`config.mk`:
```
export PLATFORM = sky130hd
export DESIGN_NAME = uart_cmd_decoder
export DESIGN_NICKNAME = d
export VERILOG_FILES = /design/src/rtl/uart_cmd_pkg.sv /design/src/rtl/uart_cmd_timeout.sv /design/src/rtl/uart_cmd_decoder.sv
export SDC_FILE = /design/constraint.sdc
export NUM_CORES = 1
export LEC_CHECK = 0
export ABC_AREA = 1
export BUFFER_PORTS_ARGS = -buffer_cell sky130_fd_sc_hd__buf_4
export CAP_MARGIN = 20
export CORE_ASPECT_RATIO = 0.9
export CORE_UTILIZATION = 58
export CTS_CLUSTER_SIZE = 20
export DETAILED_ROUTE_END_ITERATION = 8
export HOLD_SLACK_MARGIN = 0.06
export PLACE_DENSITY = 0.81
export SLEW_MARGIN = 20
export SYNTH_ARGS = -nofsm -noshare
export SYNTH_HDL_FRONTEND = slang
export SYNTH_HIERARCHICAL = 1
export SYNTH_SLANG_ARGS = --single-unit
```
`constraint.sdc`:
```
create_clock -name clk -period 4.8 [get_ports clk]
set_clock_uncertainty 0.15 [all_clocks]
set_input_delay 0.96 -clock clk [delete_from_list [all_inputs] [get_ports clk]]
set_output_delay 0.96 -clock clk [all_outputs]
set_load 0.02 [all_outputs]
```
`src/rtl/uart_cmd_pkg.sv`:
```
// Shared definitions for the UART command decoder.
// Contents: decoder state enum, frame marker/response bytes, frame length
// constants.
// Build option: UART_CMD_CHECKSUM_EN adds the trailing CHK byte and the CHK
// state; without it frames are 6 bytes and the CHK state does not exist.
package uart_cmd_pkg;

  localparam logic [7:0] HDR_BYTE = 8'hA5;
  localparam logic [7:0] ACK_BYTE = 8'h06;
  localparam logic [7:0] NAK_BYTE = 8'h15;

  localparam int unsigned DATA_BYTES = 4;

`ifdef UART_CMD_CHECKSUM_EN
  localparam int unsigned FRAME_LEN = 7;

  typedef enum logic [2:0] {
    ST_HUNT,
    ST_ADDR,
    ST_DATA,
    ST_CHK,
    ST_WRITE,
    ST_RESP,
    ST_WAIT_DONE
  } state_e;
`else
  localparam int unsigned FRAME_LEN = 6;

  typedef enum logic [2:0] {
    ST_HUNT,
    ST_ADDR,
    ST_DATA,
    ST_WRITE,
    ST_RESP,
    ST_WAIT_DONE
  } state_e;
`endif

  localparam logic [1:0] LAST_DATA_IDX = 2'(DATA_BYTES - 1);

endpackage

```
`src/rtl/uart_cmd_timeout.sv`:
```
// Inter-byte timeout counter for the UART command decoder.
// Ports:
//   clk, rst  - system clock, synchronous active-high reset
//   clr       - clear the count (has priority over expiry)
//   en        - count this cycle
//   expired   - one-cycle pulse after CYCLES consecutive enabled cycles
//               without a clear; the counter restarts from zero
module uart_cmd_timeout
  import uart_cmd_pkg::*;
#(
  parameter int unsigned CYCLES = 1000
) (
  input  logic clk,
  input  logic rst,
  input  logic clr,
  input  logic en,
  output logic expired
);

  localparam int unsigned W = $clog2(CYCLES + 1);
  localparam logic [W-1:0] LAST = W'(CYCLES - 1);

  logic [W-1:0] cnt_q, cnt_d;

  assign expired = en && !clr && (cnt_q == LAST);

  always_comb begin
    cnt_d = cnt_q;
    if (clr || expired) begin
      cnt_d = '0;
    end else if (en) begin
      cnt_d = cnt_q + W'(1);
    end
  end

  always_ff @(posedge clk) begin
    if (rst) begin
      cnt_q <= '0;
    end else begin
      cnt_q <= cnt_d;
    end
  end

endmodule

```
`src/rtl/uart_cmd_decoder.sv`:
```
// Byte-stream command decoder: assembles frames A5, ADDR, D3..D0 [, CHK]
// from the UART receiver, issues one register write per valid frame and
// answers with an ACK/NAK byte through the UART transmitter.
// Build option: UART_CMD_CHECKSUM_EN enables the CHK byte and NAK responses.
// Ports:
//   clk, rst              - system clock, synchronous active-high reset
//   rx_data, rx_rec_flag  - received byte and sticky byte-available flag
//   rx_clr                - one-cycle pulse consuming the current byte
//   tx_data, tx_start     - response byte and one-cycle transmit request
//   tx_idle, tx_done      - transmitter ready / byte-sent pulse
//   reg_addr, reg_wdata   - register write address/data (held until next write)
//   reg_we                - one-cycle register write strobe
//   frame_err             - one-cycle pulse on timeout or checksum failure
module uart_cmd_decoder
  import uart_cmd_pkg::*;
#(
  parameter int unsigned clock_freq = 100_000_000,
  parameter int unsigned timeout_ms = 10
) (
  input  logic        clk,
  input  logic        rst,
  input  logic [7:0]  rx_data,
  input  logic        rx_rec_flag,
  output logic        rx_clr,
  output logic [7:0]  tx_data,
  output logic        tx_start,
  input  logic        tx_idle,
  input  logic        tx_done,
  output logic [7:0]  reg_addr,
  output logic [31:0] reg_wdata,
  output logic        reg_we,
  output logic        frame_err
);

  localparam int unsigned TIMEOUT_CYCLES = clock_freq / 1000 * timeout_ms;

  state_e      state_q, state_d;
  logic        rx_clr_q, rx_clr_d;
  logic [1:0]  idx_q, idx_d;
  logic [7:0]  addr_q, addr_d;
  logic [31:0] shift_q, shift_d;
  logic [7:0]  resp_q, resp_d;
  logic [7:0]  tx_data_q, tx_data_d;
  logic        tx_start_q, tx_start_d;
  logic [7:0]  reg_addr_q, reg_addr_d;
  logic [31:0] reg_wdata_q, reg_wdata_d;
  logic        reg_we_q, reg_we_d;
  logic        frame_err_q, frame_err_d;
`ifdef UART_CMD_CHECKSUM_EN
  logic [7:0]  sum_q, sum_d;
`endif

  logic accept;
  logic in_frame;
  logic tmo_expired;

  // rx_clr_q doubles as the blanking flag: the receiver still shows the
  // consumed byte during the cycle rx_clr is high.
  assign accept   = rx_rec_flag && !rx_clr_q;
  assign in_frame = (state_q == ST_ADDR) || (state_q == ST_DATA)
`ifdef UART_CMD_CHECKSUM_EN
                 || (state_q == ST_CHK)
`endif
                 ;

  uart_cmd_timeout #(
    .CYCLES (TIMEOUT_CYCLES)
  ) u_timeout (
    .clk     (clk),
    .rst     (rst),
    .clr     (!in_frame || accept),
    .en      (in_frame),
    .expired (tmo_expired)
  );

  always_comb begin
    state_d     = state_q;
    rx_clr_d    = 1'b0;
    idx_d       = idx_q;
    addr_d      = addr_q;
    shift_d     = shift_q;
    resp_d      = resp_q;
    tx_data_d   = tx_data_q;
    tx_start_d  = 1'b0;
    reg_addr_d  = reg_addr_q;
    reg_wdata_d = reg_wdata_q;
    reg_we_d    = 1'b0;
    frame_err_d = 1'b0;
`ifdef UART_CMD_CHECKSUM_EN
    sum_d       = sum_q;
`endif
    unique case (state_q)
      ST_HUNT: begin
        if (accept) begin
          rx_clr_d = 1'b1;
          if (rx_data == HDR_BYTE) begin
            state_d = ST_ADDR;
          end
        end
      end
      ST_ADDR: begin
        if (accept) begin
          rx_clr_d = 1'b1;
          addr_d   = rx_data;
          idx_d    = '0;
          state_d  = ST_DATA;
`ifdef UART_CMD_CHECKSUM_EN
          sum_d    = rx_data;
`endif
        end else if (tmo_expired) begin
          frame_err_d = 1'b1;
          state_d     = ST_HUNT;
        end
      end
      ST_DATA: begin
        if (accept) begin
          rx_clr_d = 1'b1;
          shift_d  = {shift_q[23:0], rx_data};
          idx_d    = idx_q + 2'd1;
`ifdef UART_CMD_CHECKSUM_EN
          sum_d    = sum_q + rx_data;
          if (idx_q == LAST_DATA_IDX) begin
            state_d = ST_CHK;
          end
`else
          if (idx_q == LAST_DATA_IDX) begin
            resp_d  = ACK_BYTE;
            state_d = ST_WRITE;
          end
`endif
        end else if (tmo_expired) begin
          frame_err_d = 1'b1;
          state_d     = ST_HUNT;
        end
      end
`ifdef UART_CMD_CHECKSUM_EN
      ST_CHK: begin
        if (accept) begin
          rx_clr_d = 1'b1;
          if (rx_data == sum_q) begin
            resp_d  = ACK_BYTE;
            state_d = ST_WRITE;
          end else begin
            frame_err_d = 1'b1;
            resp_d      = NAK_BYTE;
            state_d     = ST_RESP;
          end
        end else if (tmo_expired) begin
          frame_err_d = 1'b1;
          state_d     = ST_HUNT;
        end
      end
`endif
      ST_WRITE: begin
        reg_we_d    = 1'b1;
        reg_addr_d  = addr_q;
        reg_wdata_d = shift_q;
        state_d     = ST_RESP;
      end
      ST_RESP: begin
        if (tx_idle) begin
          tx_data_d  = resp_q;
          tx_start_d = 1'b1;
          state_d    = ST_WAIT_DONE;
        end
      end
      ST_WAIT_DONE: begin
        if (tx_done) begin
          state_d = ST_HUNT;
        end
      end
      default: state_d = ST_HUNT;
    endcase
  end

  always_ff @(posedge clk) begin
    if (rst) begin
      state_q     <= ST_HUNT;
      rx_clr_q    <= 1'b0;
      idx_q       <= '0;
      addr_q      <= '0;
      shift_q     <= '0;
      resp_q      <= '0;
      tx_data_q   <= '0;
      tx_start_q  <= 1'b0;
      reg_addr_q  <= '0;
      reg_wdata_q <= '0;
      reg_we_q    <= 1'b0;
      frame_err_q <= 1'b0;
`ifdef UART_CMD_CHECKSUM_EN
      sum_q       <= '0;
`endif
    end else begin
      state_q     <= state_d;
      rx_clr_q    <= rx_clr_d;
      idx_q       <= idx_d;
      addr_q      <= addr_d;
      shift_q     <= shift_d;
      resp_q      <= resp_d;
      tx_data_q   <= tx_data_d;
      tx_start_q  <= tx_start_d;
      reg_addr_q  <= reg_addr_d;
      reg_wdata_q <= reg_wdata_d;
      reg_we_q    <= reg_we_d;
      frame_err_q <= frame_err_d;
`ifdef UART_CMD_CHECKSUM_EN
      sum_q       <= sum_d;
`endif
    end
  end

  assign rx_clr    = rx_clr_q;
  assign tx_data   = tx_data_q;
  assign tx_start  = tx_start_q;
  assign reg_addr  = reg_addr_q;
  assign reg_wdata = reg_wdata_q;
  assign reg_we    = reg_we_q;
  assign frame_err = frame_err_q;

endmodule

```
# Word level (Yosys, flattened, before mapping)
# Cells that the tools add are included.
# totals
regBits	111
latchBits	0
ramBits	0
romBits	0
in_bits	13
out_inout_bits	52
wordCells	72
memories	0
# classes
n_addsub	2
multipliers	0
div_mod_pow	0
magnitude_cmp	0
n_eq_ne	15
shift	0
mux	16
n_bitwise	3
n_reduce_logical	23
# ops
op	count
two-way mux 3 bit	8
adder 20 x 1 -> 20 bit (second input constant)	1
== test 20 bit (second input constant)	1
case mux 3 bit (6 select lines)	1
!= test 2 bit (second input constant)	6
== test 8 bit (second input constant)	1
OR reduction 2 bit	4
== test 3 x 2 -> 1 bit (second input constant)	2
== test 3 bit (second input constant)	2
AND reduction 2 bit	3
AND reduction 3 bit	2
OR reduction 3 bit	2
AND reduction 5 bit	1
two-way mux 1 bit	4
two-way mux 2 bit	2
case mux 2 bit (2 select lines)	1
== test 3 x 1 -> 1 bit (second input constant)	1
logical AND 1 bit	3
logical NOT 1 bit	3
logical NOT 3 bit	1
logical OR 1 bit	3
!= test 3 x 2 -> 1 bit (second input constant)	1
inverter 1 bit	3
adder 2 x 1 -> 2 bit (second input constant)	1
2 further kinds	2

# Depth between registers and ports, before layout
# Gate-level depths: netlist of the first run.
# depth
depth_word	10
depth_mapped	18
mapped_depth_nobuf	18

# Modules after synthesis
# The synthesis of the first run kept the hierarchy.
# modules_own_cells
module	n_inst	cells_each	area_each_um2	seq_area_each_um2
uart_cmd_decoder	1	439	3368.2	1821.7
uart_cmd_timeout	1	173	1104.8	400.4

# Least setup slack after synthesis of the first run
# No wires, ideal clock.
# synth_path
path_kind	input to register
start	in rx_rec_flag
end	reg state_q[0]
setup_time_ps	70
arrival_time_ps	2125
required_ps	4580
slack_ps	2455
stages	16
path_buffers	0
cell_sequence	inv_1 -> nor2_2 -> inv_2 -> nand2_1 -> inv_1 -> nand3_1 -> nor2_1 -> nand3_2 -> inv_1 -> inv_1 -> nand2_1 -> nor2_1 -> nand2_1 -> nand3_1 -> nand4_1 -> a21oi_1
# synth_between
elab_chain_cells	8
word_cells_on_any_way	12
cone_classes	2 x eq/ne; 4 x mux; 6 x reduce/logical
# synth_rtl
element	line	text
start: declaration	uart_cmd_decoder.sv:23	input logic rx_rec_flag,
logical AND 1 bit (*)	uart_cmd_decoder.sv:59	assign accept = rx_rec_flag && !rx_clr_q;
logical OR 1 bit (*)	uart_cmd_decoder.sv:71	.clr (!in_frame || accept),
logical NOT 1 bit (*)	uart_cmd_timeout.sv:25	assign expired = en && !clr && (cnt_q == LAST);
logical AND 1 bit (*) (2 in series)	uart_cmd_timeout.sv:25	
via tmo_expired	uart_cmd_decoder.sv:55	logic tmo_expired;
two-way mux 3 bit (*)	--	
two-way mux 3 bit (on tied branches)	uart_cmd_decoder.sv:116, uart_cmd_decoder.sv:102	
case mux 3 bit (6 select lines) (*)	uart_cmd_decoder.sv:92	unique case (state_q)
end signal: assignment	uart_cmd_decoder.sv:194	state_q <= state_d;
end: declaration	uart_cmd_decoder.sv:37	state_e state_q, state_d;
# Mark *: on every way through the listed nets, which the timed path passes. The rest lies on a longest branch.
# A chain may end at the register's enable or synchronous reset.

# Worst setup path after layout of the first run
# layout_path
start	in rx_rec_flag
end	reg idx_q[0]
# layout_between
elab_chain_cells	3
word_cells_on_any_way	4
cone_classes	2 x eq/ne; 2 x reduce/logical
# layout_rtl
element	line	text
logical AND 1 bit (*)	uart_cmd_decoder.sv:59	
!= test 2 bit (no source line)	--	
AND reduction 3 bit (no source line) (*)	--	
end signal: assignment	uart_cmd_decoder.sv:196	idx_q <= idx_d;
end: declaration	uart_cmd_decoder.sv:39	logic [1:0] idx_q, idx_d;
# Mark *: on every way between the ends. The rest lies on a longest branch, timed or not.

==> impl_metrics.env, run 1 <==
export IMPL_status="finished clean"
export IMPL_period_needed_ps=2600
export IMPL_slew_headroom_pct=31.6
export IMPL_nets=669
export IMPL_clk_pin_slew_worst_paths_ps=100
export IMPL_finalSetupViolations=0
export IMPL_grt_util_all_layers_pct=23.5
export IMPL_num_fill_cells=644
export IMPL_postCtsSetupBuffers=0
export IMPL_start_util_pct=61.6
export IMPL_cts_sinks=111
export IMPL_synth_cell_types=28
export IMPL_cp_required_ps=4920
export IMPL_place_congestion=0.886
export IMPL_register_area_sq_um=2220
export IMPL_syn_area_sq_um=4470
export IMPL_drc_errors=0
export IMPL_num_vias=3817
export IMPL_critical_path_class="input port to register"
export IMPL_die_x_um=94.6
export IMPL_power_density_nw_per_um2=297
export IMPL_synth_seq_cells=111
export IMPL_crit_fanout=31
export IMPL_leakagePower_nw=2.04
export IMPL_area_growth_pct=13.0
export IMPL_tns_ps=0
export IMPL_rsz0062_at_grt="no"
export IMPL_avgRoutedWirePerCell_um=11.8
export IMPL_finalNonFillerCells=752
export IMPL_antennaDiodeCount=0
export IMPL_grt_overflow=0
export IMPL_cts_buffer_depth=2
export IMPL_worstPathArrival_ps=2730
export IMPL_holdWs_ps=314
export IMPL_port_buffers=58
export IMPL_fin_ws_ps=2200
export IMPL_dp_worst_setup_slack_ps=1800
export IMPL_netlist_instances=612
export IMPL_grt_pass1_vias=3318
export IMPL_ir_drop_v=0.000227
export IMPL_htree_levels=3
export IMPL_hpwl_um=6140
export IMPL_cts_root_buf="clkbuf_8"
export IMPL_startpoint_type="input port"
export IMPL_postCtsResizedCells=0
export IMPL_maxSlewViolCount=0
export IMPL_cts_tree="yes"
export IMPL_r2r_end="state_q[0]"
export IMPL_multi_input_area_sq_um=1910
export IMPL_rrSetupSlack_ps=2430
export IMPL_worstSkewPairLatency_ps=370
export IMPL_rows=29
export IMPL_drt_iter0_markers=171
export IMPL_wl_um=8840
export IMPL_die_h_um=85.3
export IMPL_io_pins=65
export IMPL_viasPerCell=5.08
export IMPL_end_kind="register"
export IMPL_grt_pass1_wl_um=14800
export IMPL_drive_gt1_share_pct=14.7
export IMPL_finalHoldViolCount=0
export IMPL_r2r_cells=17
export IMPL_hold_class="register to register"
export IMPL_dr_pass1_iters=5
export IMPL_die_area_sq_um=8070
export IMPL_ys_seq_area_share_pct=49.7
export IMPL_min_to="resp_q[1]"
export IMPL_rr_startpoint="state_q[0]"
export IMPL_antenna_left=0
export IMPL_cts_buffers=9
export IMPL_fin_crit_sh_pct=54.2
export IMPL_grt_max_degree=84
export IMPL_cts_hold_buf=0
export IMPL_cap_violations=0
export IMPL_min_delay_start="resp_q[1]"
export IMPL_core_area_sq_um=7260
export IMPL_antenna_found_initial=0
export IMPL_final_core_util_pct=69.6
export IMPL_tightest_slew_ps=1020
export IMPL_syn_avg_cell_area_sq_um=7.31
export IMPL_clock_fmax_ghz=0.384
export IMPL_dp_cells=736
export IMPL_synth_warnings=6
export IMPL_min_delay_path_depth=1
-- worst max-delay path, cell delays in order --
cell     delay [ps]
buf_4            70
inv_1            30
nor2_2          230
nand3_1         760
nand2_1         400
o21ai_0         120
o21ai_0          90
nor2_1           50
-- state kept, by name (all words and copies together), names as in the netlist --
signal / flops
state_q: 3
reg_wdata: 32
frame_err: 1
idx_q: 2
shift_q: 32
resp_q: 1
reg_we: 1
addr_q: 8
u_timeout/cnt_q: 20
tx_data: 1
tx_start: 1
reg_addr: 8
rx_clr: 1
-- layout make-up --
cell class / count / area share (%)
Clock buffer: 9 / 2.45
Clock inverter: 7 / 1.26
Inverter: 46 / 3.42
Multi-Input combinational cell: 427 / 37.8
Sequential cell: 111 / 44.0
Tap cell: 93 / 2.30
Timing Repair Buffer: 59 / 8.77
-- per-stage QoR --
stage,area [sq um],total power [mW]
floorplan,4490,0.982
global placement,4860,0.994
detailed placement,4860,0.995
CTS,5050,1.51
global route,5050,1.56
finish,5050,1.50
-- Yosys cell counts --
cell,instances,area (sq um)
buf_4,11,82.6
o21a_1,1,7.51
xor2_1,5,43.8
clkbuf_2,2,10.0
inv_1,40,150
nand2_4,1,11.3
o21ai_0,68,340
nand3_2,2,20.0
nor3_1,7,35.0
ha_1,2,25.0
nor2_1,203,762
a21oi_1,15,75.1
nand2_2,3,18.8
conb_1,1,3.75
nor2_4,3,33.8
dfxtp_1,111,2220
nand4_1,2,12.5
xnor2_1,4,35.0
buf_6,1,11.3
nor2_8,1,20.0
clkbuf_1,10,37.5
nand3_1,14,70.1
nand2_1,64,240
or2_2,1,6.26
inv_2,6,22.5
o21ai_1,20,100
nor2_2,5,31.3
buf_2,9,45.0
-- worst max path at each step --
stage	from	to	slack, ps	depth (start not counted)
5_1_grt	rx_rec_flag	idx_q[1]	1940	7
3_5_place_dp	rx_rec_flag	idx_q[0]	1800	8
2_1_floorplan	rx_rec_flag	state_q[0]	2460	16
6_report	rx_rec_flag	idx_q[0]	2200	8
3_3_place_gp	rx_rec_flag	idx_q[0]	1890	8
4_1_cts	rx_rec_flag	idx_q[0]	2210	8
-- logic make-up (layout without fill, tap and decap cells) --
| kind of cell | Yosys count | after routing | share of synthesized area (%) |
|---|---|---|---|
| and+or+nand+nor | 306 | 306 | 28.2 |
| xor gates and xnor gates | 9 | 9 | 1.76 |
| other | 1 | 6 | 0.0838 |
| DFF | 111 | 111 | 49.7 |
| adders and majority gates | 2 | 2 | 0.559 |
| buffers and inverters | 79 | 121 | 8.03 |
| AOI/OAI and AO/OA | 104 | 104 | 11.7 |
-- power breakdown --
group	switching, mW	internal (mW)
Combinational	0.0340	0.0175
Clock	0.328	0.199
Sequential	0.000944	0.921
Total	0.363	1.14
-- placed cells by master, fill, tap and decap left out --
cell,count
nand4_1,2
conb_1,6
nand2_4,1
dfxtp_1,111
ha_1,2
nor2_4,3
xnor2_1,4
buf_4,59
clkbuf_8,9
o21ai_1,20
nand3_2,2
o21ai_0,68
nor2_2,5
nand2_1,64
inv_1,39
clkinv_2,1
nand3_1,14
inv_2,6
or2_2,1
inv_6,3
nor3_1,7
nand2_2,3
nor2_8,1
clkinvlp_4,1
xor2_1,5
nor2_1,203
clkinv_8,1
a21oi_1,15
clkinv_4,1
clkinv_1,1
o21a_1,1
-- layer usage --
| metal | global-route usage [%] | part of all wire [%] | vias up | wire, um |
|---|---|---|---|---|
| met5 | 0 | 0 | - | 0 |
| met4 | 6.34 | 1.7 | 0 | 152 |
| met3 | 5.73 | 4.9 | 13 | 434 |
| met2 | 36.6 | 46 | 113 | 4030 |
| met1 | 32.6 | 48 | 1698 | 4220 |
| li1 | - | - | 1993 | - |
Power figures use the tool's default switching activity.
==> inputs of run 2 (changes only) <==
--- a/config.mk
+++ b/config.mk
@@ -5,15 +5,15 @@
 export SDC_FILE = /design/constraint.sdc
 export NUM_CORES = 1
 export LEC_CHECK = 0
-export ABC_AREA = 1
+export ABC_AREA = 0
 export BUFFER_PORTS_ARGS = -buffer_cell sky130_fd_sc_hd__buf_4
 export CAP_MARGIN = 20
 export CORE_ASPECT_RATIO = 0.9
-export CORE_UTILIZATION = 58
+export CORE_UTILIZATION = 51
 export CTS_CLUSTER_SIZE = 20
 export DETAILED_ROUTE_END_ITERATION = 8
 export HOLD_SLACK_MARGIN = 0.06
-export PLACE_DENSITY = 0.81
+export PLACE_DENSITY = 0.75
 export SLEW_MARGIN = 20
 export SYNTH_ARGS = -nofsm -noshare
 export SYNTH_HDL_FRONTEND = slang
==> constraint.sdc (replaced) <==
create_clock -name clk -period 2.1 [get_ports clk]
set_clock_uncertainty 0.15 [all_clocks]
set_input_delay 0.42 -clock clk [delete_from_list [all_inputs] [get_ports clk]]
set_output_delay 0.42 -clock clk [all_outputs]
set_load 0.02 [all_outputs]
==> run 2 against run 1 <==
Against the previous run:
- cell area rose by 2.2%
- combinational power increased by 69%
- first-iteration DRC count shrank 13%
- clock-buffer cell count grew 1
- critical path depth fell by 1
- largest cell class unchanged
==> impl_metrics.env, run 2 <==
export IMPL_status="finished clean"
export IMPL_p_sw_mw=0.786
export IMPL_worstPathArrival_ps=2200
export IMPL_grt_overflow=0
export IMPL_min_delay_start="rx_data[0]"
export IMPL_cts_buffers=9
export IMPL_die_area_sq_um=8840
export IMPL_io_pins=65
export IMPL_mostFrequentLayoutCell="nand2_1"
export IMPL_pwr_share_seq_pct=57.7
export IMPL_synth_simple_gate_area_share_pct=25.0
export IMPL_mostFrequentLayoutCells="nand2_1, dfxtp_1, a21oi_1, buf_4, nor2_1"
export IMPL_hold_class="input port to register"
export IMPL_cts_root_buf="clkbuf_8"
export IMPL_core_area_sq_um=8150
export IMPL_ys_seq_area_share_pct=51.4
export IMPL_start_util_pct=53.0
export IMPL_finalSetupViolations=0
export IMPL_finalHoldViolCount=0
export IMPL_cts_tree="yes"
export IMPL_muxShareOfSynthArea_pct=2.58
export IMPL_antenna_found_initial=0
export IMPL_maxSlewViolCount=0
export IMPL_rsz0062_at_grt="yes"
export IMPL_avgRoutedWirePerCell_um=13.3
export IMPL_worstSkewPairLatency_ps=380
export IMPL_grt_util_all_layers_pct=21.8
export IMPL_power_density_nw_per_um2=706
export IMPL_synth_xor_area_share_pct=2.64
export IMPL_port_buffers=58
export IMPL_cap_violations=0
export IMPL_tns_ps=0
export IMPL_holdWs_ps=135
export IMPL_crit_fanout=8
export IMPL_ir_drop_v=0.000412
export IMPL_startpoint_type="register"
export IMPL_cp_required_ps=2260
export IMPL_synth_compound_area_share_pct=11.9
export IMPL_wl_um=8930
export IMPL_ys_top_cells_by_count="nand2_1, dfxtp_1, a21oi_1"
export IMPL_drt_iter0_markers=148
export IMPL_nets=584
export IMPL_area_growth_pct=19.5
export IMPL_synth_top_family_by_area="simple AND/OR/NAND/NOR gates"
export IMPL_htree_levels=3
export IMPL_viasPerCell=5.37
export IMPL_slew_headroom_pct=45.8
export IMPL_dr_pass1_iters=5
export IMPL_synth_edf_count=0
export IMPL_synthTopCellsByArea="dfxtp_1, nand2_1, a21oi_1, nor2_1, mux2i_1"
export IMPL_switching_share_pct=21.6
export IMPL_synth_fa_ha_area_share_pct=0.579
export IMPL_drc_errors=0
export IMPL_num_vias=3612
export IMPL_r2r_end="u_timeout/cnt_q[17]"
export IMPL_power_frac_clock_pct=39.9
export IMPL_grt_pass1_vias=3339
export IMPL_rows=31
export IMPL_synth_seq_cells=111
export IMPL_grt_pass1_wl_um=15200
export IMPL_fin_crit_sh_pct=97.1
export IMPL_antennaDiodeCount=0
export IMPL_rr_startpoint="state_q[1]"
export IMPL_hpwl_um=6050
export IMPL_grt_max_degree=53
export IMPL_antenna_left=0
export IMPL_tightest_slew_ps=812
export IMPL_die_h_um=89.3
export IMPL_clock_fmax_ghz=0.490
export IMPL_synth_top_area_share_pct=51.4
export IMPL_ys_async_sr_fraction_pct=0
export IMPL_critical_path_class="register to register"
export IMPL_comb_power_share_pct=2.4
export IMPL_clk_pin_slew_worst_paths_ps=110
export IMPL_syn_area_sq_um=4320
export IMPL_yosysTopAreaCell="dfxtp_1"
export IMPL_num_fill_cells=697
export IMPL_drive_gt1_share_pct=20.4
export IMPL_period_needed_ps=2040
export IMPL_end_kind="register"
export IMPL_leakagePower_nw=1.89
export IMPL_synth_flop_cell="dfxtp_1"
export IMPL_min_delay_path_depth=3
export IMPL_r2r_cells=7
export IMPL_yosysMostFrequentCell="nand2_1"
export IMPL_syn_avg_cell_area_sq_um=8.35
export IMPL_die_x_um=99.0
export IMPL_place_congestion=0.813
export IMPL_synth_cell_types=43
export IMPL_netlist_instances=517
export IMPL_synth_warnings=6
export IMPL_cts_sinks=111
export IMPL_p_int_mw=2.86
export IMPL_rrSetupSlack_ps=60
export IMPL_cts_buffer_depth=2
export IMPL_min_to="addr_q[0]"
==> run 2: cell types whose count changed after synthesis, moves of 6 or more <==
| cell | change |
|---|---|
| o21ai_0 | -61 |
| inv_1 | -39 |
| mux2i_1 | +10 |
| nand2_1 | +89 |
| clkbuf_1 | +10 |
| inv_2 | -6 |
| nor2_1 | -174 |
| nand3_1 | -7 |
| o21ai_1 | -20 |
| a21oi_1 | +71 |
==> run 2: cell type report <==
cell class | count | area, sq um | area share [%]
multi-input combinational | 367 | 1930 | 37.4
sequential | 111 | 2230 | 43.2
timing repair buffer | 79 | 638 | 12.4
tap | 99 | 124 | 2.40
clock buffer | 10 | 138 | 2.67
inverter | 1 | 3.75 | 0.0727
clock inverter | 6 | 100 | 1.94
==> run 2: through the flow <==
stage                     std cells  power, mW  util [%]  area (sq um)  setup WS [ps]
after floorplan                 522       2.21         -          4390          -16.9
after detailed placement        656       2.24      59.9          4880          -32.7
final                           673       3.64      63.4          5160           60.9
after global placement          656       2.24      59.9          4880           13.9
after CTS                       672       3.69      62.8          5120           17.9
after global routing            673       3.78      63.4          5160          -56.9
==> run 2: per-layer routing <==
layer	share of wire, %	wire (um)	global-route usage, %	vias up
met5	0	0	0	-
met2	49	4380	38.1	90
met4	0.97	87	7.46	0
met1	46	4070	26.6	1705
li1	-	-	-	1809
met3	4.4	393	5.24	8
==> run 2: kinds of logic (layout without fill, tap and decap cells) <==
| kind of cell | after synthesis | after routing |
|---|---|---|
| other | 1 | 6 |
| xor gates and xnor gates | 13 | 13 |
| AOI/OAI and AO/OA | 98 | 98 |
| DFF | 111 | 111 |
| adders and majority gates | 2 | 2 |
| muxes | 11 | 11 |
| buffers and inverters | 44 | 96 |
| and+or+nand+nor | 237 | 237 |
==> run 2: what timing repair did <==
item,in CTS,in global routing
pin swaps,0,4
resized for setup,1,14
endpoints found under the setup margin,16,20
buffers inserted,0,1
hold buffers,0,0
endpoints found under the hold margin,0,0
==> run 2: critical path, stage by stage (launching register included) <==
cell      delay [ps]
dfxtp_4          380
nand2b_4         150
a21oi_4          170
buf_4            150
and4_4           230
nand3_4          110
or4b_1           480
a21oi_1          150
==> run 2: power groups by stage <==
stage	logic (mW)	registers (mW)	clock network, mW
after floorplan	0.0548	2.16	0
after global placement	0.0858	2.15	0
after detailed placement	0.0863	2.15	0
after CTS	0.0865	2.11	1.49
after global routing	0.0943	2.11	1.58
final	0.0868	2.10	1.45
==> run 2: worst max path at each step <==
stage | from | end | slack (ps) | depth (start not counted)
after detailed placement | rx_rec_flag | state_q[0] | -30 | 9
after CTS | state_q[1] | u_timeout/cnt_q[13] | 20 | 9
final | state_q[1] | u_timeout/cnt_q[17] | 60 | 7
after floorplan | state_q[1] | state_q[0] | -20 | 10
after global placement | rx_rec_flag | state_q[0] | 10 | 9
after global routing | state_q[1] | u_timeout/cnt_q[2] | -60 | 9
==> inputs of run 3 (changes only) <==
--- a/config.mk
+++ b/config.mk
@@ -9,11 +9,12 @@
 export BUFFER_PORTS_ARGS = -buffer_cell sky130_fd_sc_hd__buf_4
 export CAP_MARGIN = 20
 export CORE_ASPECT_RATIO = 0.9
-export CORE_UTILIZATION = 51
+export CORE_UTILIZATION = 53
+export CTS_BUF_LIST = sky130_fd_sc_hd__clkbuf_8
 export CTS_CLUSTER_SIZE = 20
 export DETAILED_ROUTE_END_ITERATION = 8
 export HOLD_SLACK_MARGIN = 0.06
-export PLACE_DENSITY = 0.75
+export PLACE_DENSITY = 0.78
 export SLEW_MARGIN = 20
 export SYNTH_ARGS = -nofsm -noshare
 export SYNTH_HDL_FRONTEND = slang
==> run 3 against run 2 <==
Against the previous run:
- die area decreased by 3.7%
- clock-buffer cell count unchanged
- power decreased by 8.1%
- global-route usage about the same
- sequential share of layout area increased by 0.48 points
- via count decreased by 1.8%
- hold slack improved by 33 ps
- utilization increased by 2.7 points
- cell area decreased by 0.99%
- largest cell class unchanged
==> impl_metrics.env, run 3 (same netlist as run 2, synthesis figures left out) <==
export IMPL_cts_root_buf="clkbuf_8"
export IMPL_hpwl_um=6070
export IMPL_path_depth=9
export IMPL_cts_sinks=111
export IMPL_cts_buffers=9
export IMPL_num_vias=3546
export IMPL_die_area_sq_um=8510
export IMPL_dr_pass1_iters=4
export IMPL_r2r_cells=9
export IMPL_path_buf_inv=0
export IMPL_rows=30
export IMPL_fin_ws_ps=52.9
export IMPL_drt_iter0_markers=182
export IMPL_crit_start="state_q[1]"
export IMPL_crit_chain="nand2b_4 -> a21oi_4 -> nand2b_1 -> nor4b_2 -> nand4b_1 -> nor2_2 -> or4_1 -> a211o_1 -> a21oi_2"
export IMPL_num_fill_cells=665
export IMPL_ir_drop_v=0.000599
export IMPL_rsz0062_at_grt="yes"
export IMPL_core_area_sq_um=7730
export IMPL_mostFrequentLayoutCells="nand2_1, dfxtp_1, a21oi_1, buf_4, nor2_1"
export IMPL_clk_pin_slew_worst_paths_ps=90
export IMPL_status="finished clean"
export IMPL_grt_max_degree=73
export IMPL_port_buffers=58
export IMPL_final_core_util_pct=66.1
export IMPL_maxSlewViolCount=0
export IMPL_avgRoutedWirePerCell_um=13.4
export IMPL_drc_errors=0
export IMPL_cts_tree="yes"
export IMPL_rrSetupSlack_ps=50
export IMPL_worstSkewPairLatency_ps=360
export IMPL_dp_cells=650
export IMPL_wl_um=8990
export IMPL_power_density_nw_per_um2=656
export IMPL_period_needed_ps=2050
export IMPL_crit_family="simple AND/OR/NAND/NOR gates"
export IMPL_finalHoldViolCount=0
export IMPL_antennaDiodeCount=0
export IMPL_io_pins=65
export IMPL_grt_pass1_vias=3133
export IMPL_rr_startpoint="state_q[1]"
export IMPL_max_stage_delay_ps=410
export IMPL_worstSetupEndpoint="state_q[0]"
export IMPL_critical_path_class="register to register"
export IMPL_crit_fanout=4
export IMPL_die_x_um=97.2
export IMPL_slew_headroom_pct=45.5
export IMPL_clock_fmax_ghz=0.488
export IMPL_grt_util_all_layers_pct=21.7
export IMPL_place_congestion=0.808
export IMPL_antenna_found_initial=0
export IMPL_fin_crit_sh_pct=97.5
export IMPL_placed_area_sq_um=4880
export IMPL_end_kind="register"
export IMPL_mostFrequentLayoutCell="nand2_1"
export IMPL_antenna_left=0
export IMPL_cts_buffer_depth=2
export IMPL_hold_class="input port to register"
export IMPL_tns_ps=0
export IMPL_dp_worst_setup_slack_ps=-17.1
export IMPL_worstPathArrival_ps=2190
export IMPL_start_util_pct=55.9
export IMPL_grt_overflow=0
export IMPL_fin_area_sq_um=5110
export IMPL_cap_violations=0
export IMPL_slowest_stage="or4_1"
export IMPL_leakagePower_nw=1.87
export IMPL_finalSetupViolations=0
export IMPL_cts_hold_buf=0
export IMPL_htree_levels=3
export IMPL_nets=584
export IMPL_die_h_um=87.6
export IMPL_tightest_slew_ps=818
export IMPL_area_growth_pct=18.3
export IMPL_startpoint_type="register"
export IMPL_finalNonFillerCells=670
export IMPL_drive_gt1_share_pct=19.7
export IMPL_r2r_end="state_q[0]"
export IMPL_cp_required_ps=2240
export IMPL_viasPerCell=5.29
export IMPL_grt_pass1_wl_um=14900
run 3: changes by cell type in the layout (fill, tap and decap cells not counted), moves of 2 or more:
cell and delta:
nor2_1 +4, nor2_2 -4, buf_12 +2, buf_6 -2
bufinv_16 -2, clkinv_2 +2, inv_8 -2
run 3: metal layers:
metal | GRT usage (%) | vias up | share of wire (%)
met5 | 0 | - | 0
met4 | 4.48 | 0 | 0.80
met3 | 6.07 | 6 | 4.4
met2 | 36.8 | 78 | 49
met1 | 28.1 | 1659 | 46
li1 | - | 1803 | -
run 3: per-stage QoR:
step | hold slack [ps] | total power, mW
after global routing | 136 | 3.48
after detailed placement | 297 | 2.24
after floorplan | 282 | 2.21
final | 168 | 3.35
after CTS | 139 | 3.38
after global placement | 288 | 2.24
run 3: power breakdown:
group,internal [mW],switching (mW)
registers,2.10,0.000959
logic,0.0309,0.0582
clock network,0.469,0.691
total,2.60,0.750
run 3: tightest hold or removal path: stages:
cell and delay (ps):
buf_4 90, mux2i_1 60, nor2_1 70
run 3: worst min-delay path by stage:
stage | slack, ps | end | depth (start not counted) | start
2_1_floorplan | 280 | reg_addr[0] | 2 | addr_q[0]
3_3_place_gp | 290 | reg_wdata[24] | 2 | shift_q[24]
3_5_place_dp | 300 | reg_wdata[28] | 2 | shift_q[28]
4_1_cts | 140 | addr_q[6] | 3 | rx_data[6]
5_1_grt | 140 | addr_q[6] | 3 | rx_data[6]
6_report | 170 | addr_q[0] | 3 | rx_data[0]
run 3: timing repair:
action                     4_1_cts  5_1_grt
resized for setup                2        8
setup endpoints to repair        1       21
buffers inserted                 0        4
gates cloned                     0        0
pin swaps                        0        2
run 3: final cells by class:
type                            count  area [sq um]  share of cell area [%]
Sequential cell                   111          2230                    43.6
Multi-Input combinational cell    367          1920                    37.6
Timing Repair Buffer               79           656                    12.8
Clock buffer                       10           138                    2.69
Tap cell                           96           120                    2.35
Clock inverter                      6          43.8                   0.857
Inverter                            1          3.75                  0.0734
